[config.mk]
export PLATFORM = sky130hd
export DESIGN_NAME = stopwatch_ctrl
export DESIGN_NICKNAME = d
export VERILOG_FILES = /design/src/rtl/stopwatch_ctrl.sv
export SDC_FILE = /design/constraint.sdc
export NUM_CORES = 1
export LEC_CHECK = 0
export BUFFER_PORTS_ARGS = -buffer_cell sky130_fd_sc_hd__buf_2
export CAP_MARGIN = 10
export CORE_MARGIN = 5
export CORE_UTILIZATION = 55
export DETAILED_ROUTE_END_ITERATION = 10
export PLACE_DENSITY_LB_ADDON = 0.12
export REMOVE_ABC_BUFFERS = 1
export SKIP_LAST_GASP = 1
export SYNTH_ARGS = -nofsm -noshare
export SYNTH_HDL_FRONTEND = slang
export SYNTH_SLANG_ARGS = --single-unit
[constraint.sdc]
create_clock -name clk -period 5.8 [get_ports clk]
set_input_delay 1.74 -clock clk [delete_from_list [all_inputs] [get_ports clk]]
set_output_delay 1.74 -clock clk [all_outputs]
set_load 0.01 [all_outputs]
[src/rtl/stopwatch_ctrl.sv]
// stopwatch_ctrl: MM:SS BCD stopwatch timekeeping and mode controller.
// Runs an IDLE/RUN/PAUSED/ADJUST state machine from debounced button pulses
// and drives the BCD digit inputs of the display multiplexer.
// Optional macro STOPWATCH_BLINK_EN builds the adjust-mode blink phase that
// drives blink_mask; without it blink_mask is tied to zero.

module stopwatch_ctrl #(
  parameter int TICK_DIV = 100000000,
  parameter int ADJ_DIV  = 25000000
) (
  input  logic       clk,
  input  logic       rst,
  input  logic       btn_start,
  input  logic       btn_clear,
  input  logic       adj,
  input  logic       sel,
  output logic [3:0] d0,
  output logic [3:0] d1,
  output logic [3:0] d2,
  output logic [3:0] d3,
  output logic       running,
  output logic       wrap,
  output logic [3:0] blink_mask
);

  localparam int PW = (TICK_DIV > 2) ? $clog2(TICK_DIV) : 1;
  localparam int AW = (ADJ_DIV > 2) ? $clog2(ADJ_DIV) : 1;
  localparam logic [PW-1:0] TICK_LAST = PW'(TICK_DIV - 1);
  localparam logic [AW-1:0] ADJ_LAST  = AW'(ADJ_DIV - 1);

  typedef enum logic [1:0] {IDLE, RUN, PAUSED, ADJUST} state_t;

  state_t        state, nxt_state;
  logic [PW-1:0] presc, nxt_presc;
  logic [AW-1:0] adj_cnt, nxt_adj_cnt;
  logic [3:0]    nxt_d0, nxt_d1, nxt_d2, nxt_d3;
  logic          nxt_wrap;
  logic          adj_div_wrap;
  logic [3:0]    nxt_blink;
  logic [7:0]    sec_inc, min_inc;

  // Two-digit BCD increment modulo 60 (tens 0-5, ones 0-9)
  function automatic logic [7:0] inc60(input logic [3:0] tens, input logic [3:0] ones);
    if (ones == 4'd9) begin
      if (tens == 4'd5) return 8'h00;
      else return {tens + 4'd1, 4'd0};
    end else begin
      return {tens, ones + 4'd1};
    end
  endfunction

  assign sec_inc = inc60(d1, d0);
  assign min_inc = inc60(d3, d2);

  // Next-state, count, prescaler and adjust-divider decisions
  always_comb begin
    nxt_state    = state;
    nxt_presc    = presc;
    nxt_adj_cnt  = adj_cnt;
    nxt_d0       = d0;
    nxt_d1       = d1;
    nxt_d2       = d2;
    nxt_d3       = d3;
    nxt_wrap     = 1'b0;
    adj_div_wrap = 1'b0;
    case (state)
      IDLE: begin
        if (btn_clear) begin
          nxt_state = IDLE;
        end else if (btn_start) begin
          nxt_state = RUN;
        end else if (adj) begin
          nxt_state   = ADJUST;
          nxt_adj_cnt = '0;
        end
      end
      RUN: begin
        if (btn_clear) begin
          nxt_state = IDLE;
          nxt_presc = '0;
          {nxt_d3, nxt_d2, nxt_d1, nxt_d0} = 16'h0000;
        end else if (btn_start) begin
          nxt_state = PAUSED;
        end else if (presc == TICK_LAST) begin
          nxt_presc        = '0;
          {nxt_d1, nxt_d0} = sec_inc;
          if (d1 == 4'd5 && d0 == 4'd9) begin
            {nxt_d3, nxt_d2} = min_inc;
            nxt_wrap         = (d3 == 4'd5 && d2 == 4'd9);
          end
        end else begin
          nxt_presc = presc + 1'b1;
        end
      end
      PAUSED: begin
        if (btn_clear) begin
          nxt_state = IDLE;
          nxt_presc = '0;
          {nxt_d3, nxt_d2, nxt_d1, nxt_d0} = 16'h0000;
        end else if (btn_start) begin
          nxt_state = RUN;
        end else if (adj) begin
          nxt_state   = ADJUST;
          nxt_adj_cnt = '0;
        end
      end
      ADJUST: begin
        if (!btn_clear && !adj) begin
          nxt_state = PAUSED;
        end else begin
          if (adj_cnt == ADJ_LAST) begin
            nxt_adj_cnt  = '0;
            adj_div_wrap = 1'b1;
          end else begin
            nxt_adj_cnt = adj_cnt + 1'b1;
          end
          if (btn_clear) begin
            {nxt_d3, nxt_d2, nxt_d1, nxt_d0} = 16'h0000;
          end else if (adj_div_wrap) begin
            if (sel) {nxt_d3, nxt_d2} = min_inc;
            else     {nxt_d1, nxt_d0} = sec_inc;
          end
        end
      end
      default: nxt_state = IDLE;
    endcase
  end

`ifdef STOPWATCH_BLINK_EN
  logic phase, nxt_phase;

  // Blink phase restarts at 0 on entering ADJUST and toggles on each divider wrap
  always_comb begin
    nxt_phase = 1'b0;
    nxt_blink = 4'b0000;
    if (state == ADJUST && nxt_state == ADJUST)
      nxt_phase = adj_div_wrap ? ~phase : phase;
    if (nxt_state == ADJUST && nxt_phase)
      nxt_blink = sel ? 4'b1100 : 4'b0011;
  end
`else
  assign nxt_blink = 4'b0000;
`endif

  // State, count and registered outputs
  always_ff @(posedge clk or negedge rst) begin
    if (!rst) begin
      state      <= IDLE;
      presc      <= '0;
      adj_cnt    <= '0;
      d0         <= 4'd0;
      d1         <= 4'd0;
      d2         <= 4'd0;
      d3         <= 4'd0;
      running    <= 1'b0;
      wrap       <= 1'b0;
      blink_mask <= 4'b0000;
`ifdef STOPWATCH_BLINK_EN
      phase      <= 1'b0;
`endif
    end else begin
      state      <= nxt_state;
      presc      <= nxt_presc;
      adj_cnt    <= nxt_adj_cnt;
      d0         <= nxt_d0;
      d1         <= nxt_d1;
      d2         <= nxt_d2;
      d3         <= nxt_d3;
      running    <= (nxt_state == RUN);
      wrap       <= nxt_wrap;
      blink_mask <= nxt_blink;
`ifdef STOPWATCH_BLINK_EN
      phase      <= nxt_phase;
`endif
    end
  end

endmodule

# --- Word level (Yosys, flattened, before mapping) ---
# Cells that the tools add are included.
totals:
  output_inout_bits: 22
  register_bits: 72
  inputBits: 6
  word_cells: 115
op_classes:
  addsub: 6
  mux: 65
  n_eq_ne: 21
  reduce_logical: 14
ops:
  columns: ["cell", "n"]
  rows:
  - ["$mux W25", 5]
  - ["$mux W4", 31]
  - ["$mux W27", 4]
  - ["$pmux W27 S2", 1]
  - ["$pmux W25 S2", 1]
  - ["$pmux W4 S3", 4]
  - ["$mux W8", 4]
  - ["$add A27 B1 Y27 const B", 1]
  - ["$eq A27 B27 Y1 const B", 1]
  - ["$add A25 B1 Y25 const B", 1]
  - ["$eq A25 B25 Y1 const B", 1]
  - ["$ne A3 B3 Y1 const B", 6]
  - ["$add A4 B1 Y4 const B", 4]
  - ["$mux W2", 6]
  - ["$eq A4 B3 Y1 const B", 2]
  - ["$eq A4 B4 Y1 const B", 2]
  - ["$mux W1", 8]
  - ["$ne A2 B2 Y1 const B", 4]
  - ["$reduce_and A8 Y1", 1]
  - ["$reduce_and A7 Y1", 1]
  - ["$pmux W2 S3", 1]
  - ["$reduce_and A5 Y1", 1]
  - ["$eq A2 B1 Y1 const B", 2]
  - ["$eq A2 B2 Y1 const B", 2]
  - ["other kinds (8)", 12]

# --- Logic depth before layout (Yosys ltp) ---
# Gate-level depths: netlist of the first run.
logic_depth:
  word_depth: 8
  mapped_depth: 9
  ltp_nobuf: 8

# --- Worst setup path before layout of the first run ---
# No wires, ideal clock.
synth_path:
  kind: "input -> register"
  start: "input port btn_clear"
  end: "register d3[1]"
  t_required_ns: 5.675
  path_slack_ns: 2.749
  arrival_time_ns: 2.926
  setup_ns: 0.125
  cell_stages: 5
  path_buffers: 1
  cell_sequence: "buf_4 or3_1 o211ai_2 nand2b_4 mux2_2"
synth_between:
  elab_chain_len: 4
  word_cells_on_any_way: 14
  cone_classes: "eq/ne (7); mux (4); reduce/logical (3)"
synth_rtl:
  columns: ["element", "line", "source"]
  rows:
  - ["start, declared", "14", "input logic btn_clear,"]
  - ["$logic_not A1 Y1", "108", "if (!btn_clear && !adj) begin"]
  - ["$logic_and A1 B1 Y1", "108", null]
  - ["$ne A2 B2 Y1 (no line)", null, null]
  - ["$reduce_and A8 Y1 (no line)", null, null]
  - ["end signal, assigned", "168", "d3 <= nxt_d3;"]
  - ["end, declared", "20", "output logic [3:0] d3,"]
# Several ways; a longest one is shown, not always the timed one. The select of a mux whose other input is x is not followed.
# A chain may end at the register's enable or synchronous reset.

# --- Worst setup path after layout of the first run ---
layout_path:
  start: "input port btn_clear"
  end: "register presc[15]"
layout_between:
  elab_chain_len: 2
  word_cells_on_any_way: 5
  cone_classes: "eq/ne (2); mux (2); reduce/logical (1)"
layout_rtl:
  columns: ["element", "line", "source"]
  rows:
  - ["$ne A3 B3 Y1 (no line) (tied with other cells)", null, null]
  - ["$reduce_and A3 Y1 (no line) / $pmux W27 S2 (equally long branches)", null, null]
  - ["end signal, assigned", "163", "presc <= nxt_presc;"]
  - ["end, declared", "34", "logic [PW-1:0] presc, nxt_presc;"]
# Several ways; a longest one is shown, not always the timed one.

==> flow_summary_export.csv, run 1 <==
group,metric,value,unit
status,status,"finished clean",
timing,max_freq,302,MHz
clocking,postCtsSetupBuffers,0,
worst_setup_path,r2r.worst_path.cells,7,
yosys,synth_mux_area_frac,0.0147,
detailed_routing,dr.pass1.iters,5,
detailed_routing,drt-total-wl,8950,µm
detailed_routing,wl_per_cell,14.9,µm
yosys,syn_area,4260,µm²
layout,mostFrequentLayoutCells,"72 x dfrtp_1, 52 x o21ai_0, 50 x nand2_1, 48 x nor2_1, 27 x nand3_1",
detailed_routing,routed-via-count,3542,
floorplanning,num_rows,32,
worst_setup_path,cp_max_fo,12,
timing,finalSetupTns,0,ns
timing,min_period_over_period,0.571,
layout,fillers,658,
detailed_routing,drc,0,
job,cap_violations,0,
yosys,avgSynthCellArea,8.97,µm²
yosys,synth_flop_cell,"dfrtp_1",
layout,fin_nets,511,
layout,final_common_cell,"dfrtp_1",
clocking,htree_levels,3,
timing,rsz0062_at_grt,"no",
detailed_routing,routed_via_density,5.88,
yosys,synth_edf_count,0,
worst_setup_path,rrSetupSlack,3.13,ns
yosys,ys_types,60,
floorplanning,die_h,98.0,µm
yosys,ys_ff_latch,72,
timing,finalSetupViolCount,0,
yosys,ys_top_cells_by_area,"dfrtp_1 42%, o21ai_0 6.1%, nand2_1 4.4%",
hold_path,min_from,"presc[3]",
worst_setup_path,crit_path_end_kind,"flip-flop",
timing,finalCriticalPeriod,3.31,ns
place,portBuffers,23,
yosys,synthAdderAreaFrac,0.0294,
floorplanning,dieArea,9610,µm²
floorplanning,initial_utilization,0.557,
layout,diodes,0,
clocking,clkTransAtPathRegs,0.08,ns
power_and_ir_drop,p_clk_frac,0.338,
global_route,grt_pass1_wl,15900,µm
clocking,post_cts_resize_count,0,
power_and_ir_drop,p_leak,2.03,nW
timing,worst_pin_slew,0.949,ns
power_and_ir_drop,max-vdd-ir-drop,0.143,mV
timing,worst_clock_skew,0.0110,ns
floorplanning,core_area,7650,µm²
detailed_routing,ant_nets,0,
layout,fin_util,0.604,
yosys,async_flop_share,1.00,
floorplanning,die_w,98.0,µm
clocking,cts_buffers,9,
worst_setup_path,r2r_start,"presc[0]",
power_and_ir_drop,intPower,0.000845,W
detailed_routing,drt_iter0_markers,188,
global_route,grt_max_degree,44,
yosys,synthSimpleGateAreaFrac,0.292,
worst_setup_path,cp.arrival,3.60,ns
timing,maxSlewViolCount,0,
clocking,hold_buffers,0,
power_and_ir_drop,combPwrFrac,0.195,
hold_path,hold_end,"presc[3]",
clocking,cts_tree,"done",
floorplanning,io_pins,28,
global_route,overflow,0,
yosys,yosysTopAreaCell,"dfrtp_1",
worst_setup_path,cp.required,6.08,ns
yosys,synth_top_family_by_area,"simple AND/OR/NAND/NOR gates",
place,dpl.hpwl,6130,µm
clocking,root_buffer,"clkbuf_8",
global_route,grt_pass1_vias,3280,
timing,finalHoldViolations,0,
global_route,grtUsageTotal,0.201,
yosys,synth.top_cell.area_share,0.423,
yosys,netlist_instances,475,
yosys,ys_seq_area_frac,0.423,
clocking,clk_path_buf_depth,2,
yosys,yosys_warnings,0,
yosys,synth_compound_area_frac,0.174,
worst_setup_path,crit_type,"in -> reg",
power_and_ir_drop,p_switching,0.000389,W
clocking,insertion_delay,0.36,ns
hold_path,hp-class,"reg -> reg",
worst_setup_path,start_kind,"input port",
layout,area_growth,8.37,%
worst_setup_path,worst_r2r_endpoint,"presc[13]",
place,gp_congestion,0.850,
clocking,cts_sinks,72,
yosys,synth_xor_area_frac,0.0226,
power_and_ir_drop,power_density,267,nW/µm²
hold_path,hold_depth,1,
power_and_ir_drop,seqPwrFrac,0.466,
power_and_ir_drop,sw_frac_of_total,0.315,
layout,layout-drive-gt1-share,0.136,
timing,maxSlewHeadroom,0.367,
global_route,antenna_found_initial,0,
## final cells by class
cell class	count	area (µm²)	area share
multi-input cells	373	2290	0.495
flip-flops and latches	72	1800	0.390
repair buffers	28	154	0.0333
clock buffers	11	151	0.0328
well taps	102	128	0.0276
clock inverters	5	55.1	0.0119
inverters	11	41.3	0.00894
## routing by layer
layer,vias to the layer above,global-route usage,wire [µm]
met5,-,0,0
met4,0,0.0671,128
met3,12,0.0400,275
met2,55,0.302,3930
met1,1710,0.293,4620
li1,1765,-,-
## how the worst max path moves through the flow
stage / start / end
6_report: btn_clear / presc[15]
5_1_grt: btn_clear / presc[15]
4_1_cts: btn_clear / presc[19]
3_5_place_dp: btn_clear / presc[19]
3_3_place_gp: btn_clear / presc[15]
2_1_floorplan: btn_clear / adj_cnt[24]
## flip-flops by register name (all words and copies together), names as in the netlist
name and cells:
d3 4, d1 4, wrap 1, state 2
adj_cnt 25, d2 4, d0 4, presc 27
running 1
## cells in the mapped netlist, types with 9 or more instances
cell	number
nand4_1	14
a31oi_1	9
dfrtp_1	72
ha_1	10
o21ai_0	52
and3_1	9
nor3_1	13
nand2_1	50
a21oi_1	11
buf_4	9
nor2_1	48
inv_1	11
nor2b_1	11
nand3_1	27
o31ai_1	18
## logic make-up after synthesis
logic type	count (synthesis)
buffers and inverters	33
adders and majority gates	10
AOI/OAI and AO/OA	117
xor gates and xnor gates	11
muxes	6
other	1
and+or+nand+nor	225
DFF	72
## power groups by stage
stage,clock network (W),registers (W),logic (W)
finish,0.000418,0.000576,0.000241
global placement,0,0.000583,0.000236
CTS,0.000427,0.000575,0.000242
detailed placement,0,0.000584,0.000241
global route,0.000449,0.000584,0.000282
floorplan,0,0.000583,0.000161
## stage by stage
step           area, µm²  power (W)  hold slack, ns  std cells  setup slack [ns]
2_1_floorplan       4130   0.000744           0.459        456              2.36
3_3_place_gp        4400   0.000819           0.491        584              2.25
3_5_place_dp        4400   0.000825           0.490        584              2.16
4_1_cts             4600    0.00124           0.503        600              2.52
5_1_grt             4620    0.00132           0.546        602              2.36
6_report            4620    0.00123           0.505        602              2.49
## worst max-delay path, stage by stage
cell and delay, ns:
buf_2 0.16, a21oi_1 0.70, o31ai_1 0.32, clkbuf_2 0.25
nor2b_1 0.22, a21oi_1 0.19
Note: power is estimated with default switching activity, not from simulation.
==> run 2: changes to the inputs <==
clock period = 3.2 ns   (was 5.8 ns; I/O delays follow)
==> flow_summary_export.csv, run 2 (synthesized netlist as in run 1, its figures left out) <==
group,metric,value,unit
detailed_routing,drc,0,
floorplanning,core_area,7650,µm²
timing,worst_clock_skew,0.00663,ns
clocking,hold_buffers,0,
power_and_ir_drop,seqPwrFrac,0.451,
timing,worst_pin_slew,0.527,ns
floorplanning,num_rows,32,
worst_setup_path,start_kind,"input port",
global_route,grt_pass1_wl,16100,µm
detailed_routing,drt_iter0_markers,191,
floorplanning,die_h,98.0,µm
global_route,overflow,0,
hold_path,hp-class,"reg -> reg",
layout,multi_input_area,2290,µm²
clocking,postCtsSetupBuffers,0,
layout,final_common_cell,"dfrtp_1",
power_and_ir_drop,p_clk_frac,0.347,
worst_setup_path,critPathSlowestCell,"nor3_1",
timing,finalSetupTns,0,ns
power_and_ir_drop,p_leak,2.06,nW
place,placed_cells,590,
layout,design_area,4680,µm²
layout,fillers,667,
layout,layout-drive-gt1-share,0.141,
worst_setup_path,cp.arrival,2.54,ns
clocking,htree_levels,3,
clocking,insertion_delay,0.34,ns
floorplanning,dieArea,9610,µm²
detailed_routing,routed-via-count,3597,
status,status,"finished clean",
worst_setup_path,crit_type,"in -> reg",
floorplanning,die_w,98.0,µm
worst_setup_path,slowest_delay,0.47,ns
layout,fin_nets,515,
place,gp_congestion,0.794,
layout,area_growth,9.69,%
worst_setup_path,cp_num_buf_inv,2,
place,place_area,4450,µm²
clocking,cts_tree,"done",
worst_setup_path,crit_path_end_kind,"flip-flop",
clocking,root_buffer,"clkbuf_8",
timing,finalSetupViolCount,0,
worst_setup_path,cpLargestDelayFamily,"simple AND/OR/NAND/NOR gates",
detailed_routing,wl_per_cell,15.2,µm
layout,diodes,0,
power_and_ir_drop,max-vdd-ir-drop,0.288,mV
global_route,antenna_found_initial,0,
global_route,grtUsageTotal,0.201,
worst_setup_path,crit_chain,"buf_2 > o211ai_1 > a21boi_1 > buf_4 > nor3_1 > nand4_1 > xor2_1 > nor2_1",
global_route,grt_max_degree,73,
floorplanning,initial_utilization,0.557,
timing,maxSlewHeadroom,0.646,
timing,finalHoldViolations,0,
clocking,clk_path_buf_depth,2,
timing,finalHoldWorstSlack,0.504,ns
timing,rsz0062_at_grt,"no",
power_and_ir_drop,p_switching,0.000705,W
detailed_routing,routed_via_density,5.94,
worst_setup_path,cp.required,3.42,ns
floorplanning,io_pins,28,
job,cap_violations,0,
timing,min_period_over_period,0.725,
detailed_routing,drt-total-wl,9190,µm
layout,top_regs,"presc (27), adj_cnt (25)",
worst_setup_path,rrSetupSlack,0.88,ns
detailed_routing,dr.pass1.iters,5,
power_and_ir_drop,combPwrFrac,0.201,
clocking,cts_buffers,9,
layout,stdcell_count,606,
place,pre_cts_ws,0.522,ns
timing,max_freq,431,MHz
timing,finalCriticalPeriod,2.32,ns
power_and_ir_drop,intPower,0.00161,W
clocking,post_cts_resize_count,0,
place,portBuffers,23,
power_and_ir_drop,power_density,495,nW/µm²
layout,register_area,1800,µm²
global_route,grt_pass1_vias,3412,
timing,layout_setup_ws,0.880,ns
worst_setup_path,cp_max_fo,25,
clocking,cts_sinks,72,
place,dpl.hpwl,6300,µm
timing,maxSlewViolCount,0,
clocking,clkTransAtPathRegs,0.08,ns
power_and_ir_drop,sw_frac_of_total,0.304,
layout,regMostFlops,"presc",
detailed_routing,ant_nets,0,
layout,largest_reg_flops,27,
layout,mostFrequentLayoutCells,"72 x dfrtp_1, 52 x o21ai_0, 50 x nand2_1, 48 x nor2_1, 27 x nand3_1",
run 2: routing by layer:
metal  vias to the layer above  track usage  share of wire
met2                        81        0.300           0.44
met3                        15       0.0329          0.030
met4                         0       0.0745          0.016
li1                       1765            -              -
met5                         -            0              0
met1                      1736        0.296           0.51
run 2: final timing paths:
kind	from	endpoint	cells after the start
setup / recovery	btn_clear	adj_cnt[24]	8
hold / removal	presc[3]	presc[3]	1
setup reg to reg	presc[0]	presc[14]	7
hold reg to reg	presc[3]	presc[3]	1
max in group asynchronous	rst	presc[5]	2
min in group asynchronous	rst	adj_cnt[23]	2
run 2: final cells by class:
class,count,share of cell area
multi-input cells,373,0.489
flip-flops and latches,72,0.385
repair buffers,32,0.0417
clock buffers,11,0.0302
well taps,102,0.0273
inverters,11,0.00883
clock inverters,5,0.0171
run 2: through the flow:
step,utilization,power [W]
after CTS,0.611,0.00234
after global placement,0.582,0.00151
after detailed placement,0.582,0.00153
final,0.611,0.00232
after global routing,0.611,0.00246
after floorplan,-,0.00135
run 2: power groups by stage:
stage	combinational (W)	clock, W	sequential, W
3_5_place_dp	0.000468	0	0.00106
3_3_place_gp	0.000457	0	0.00106
6_report	0.000467	0.000804	0.00105
4_1_cts	0.000469	0.000830	0.00104
2_1_floorplan	0.000292	0	0.00106
5_1_grt	0.000532	0.000866	0.00106
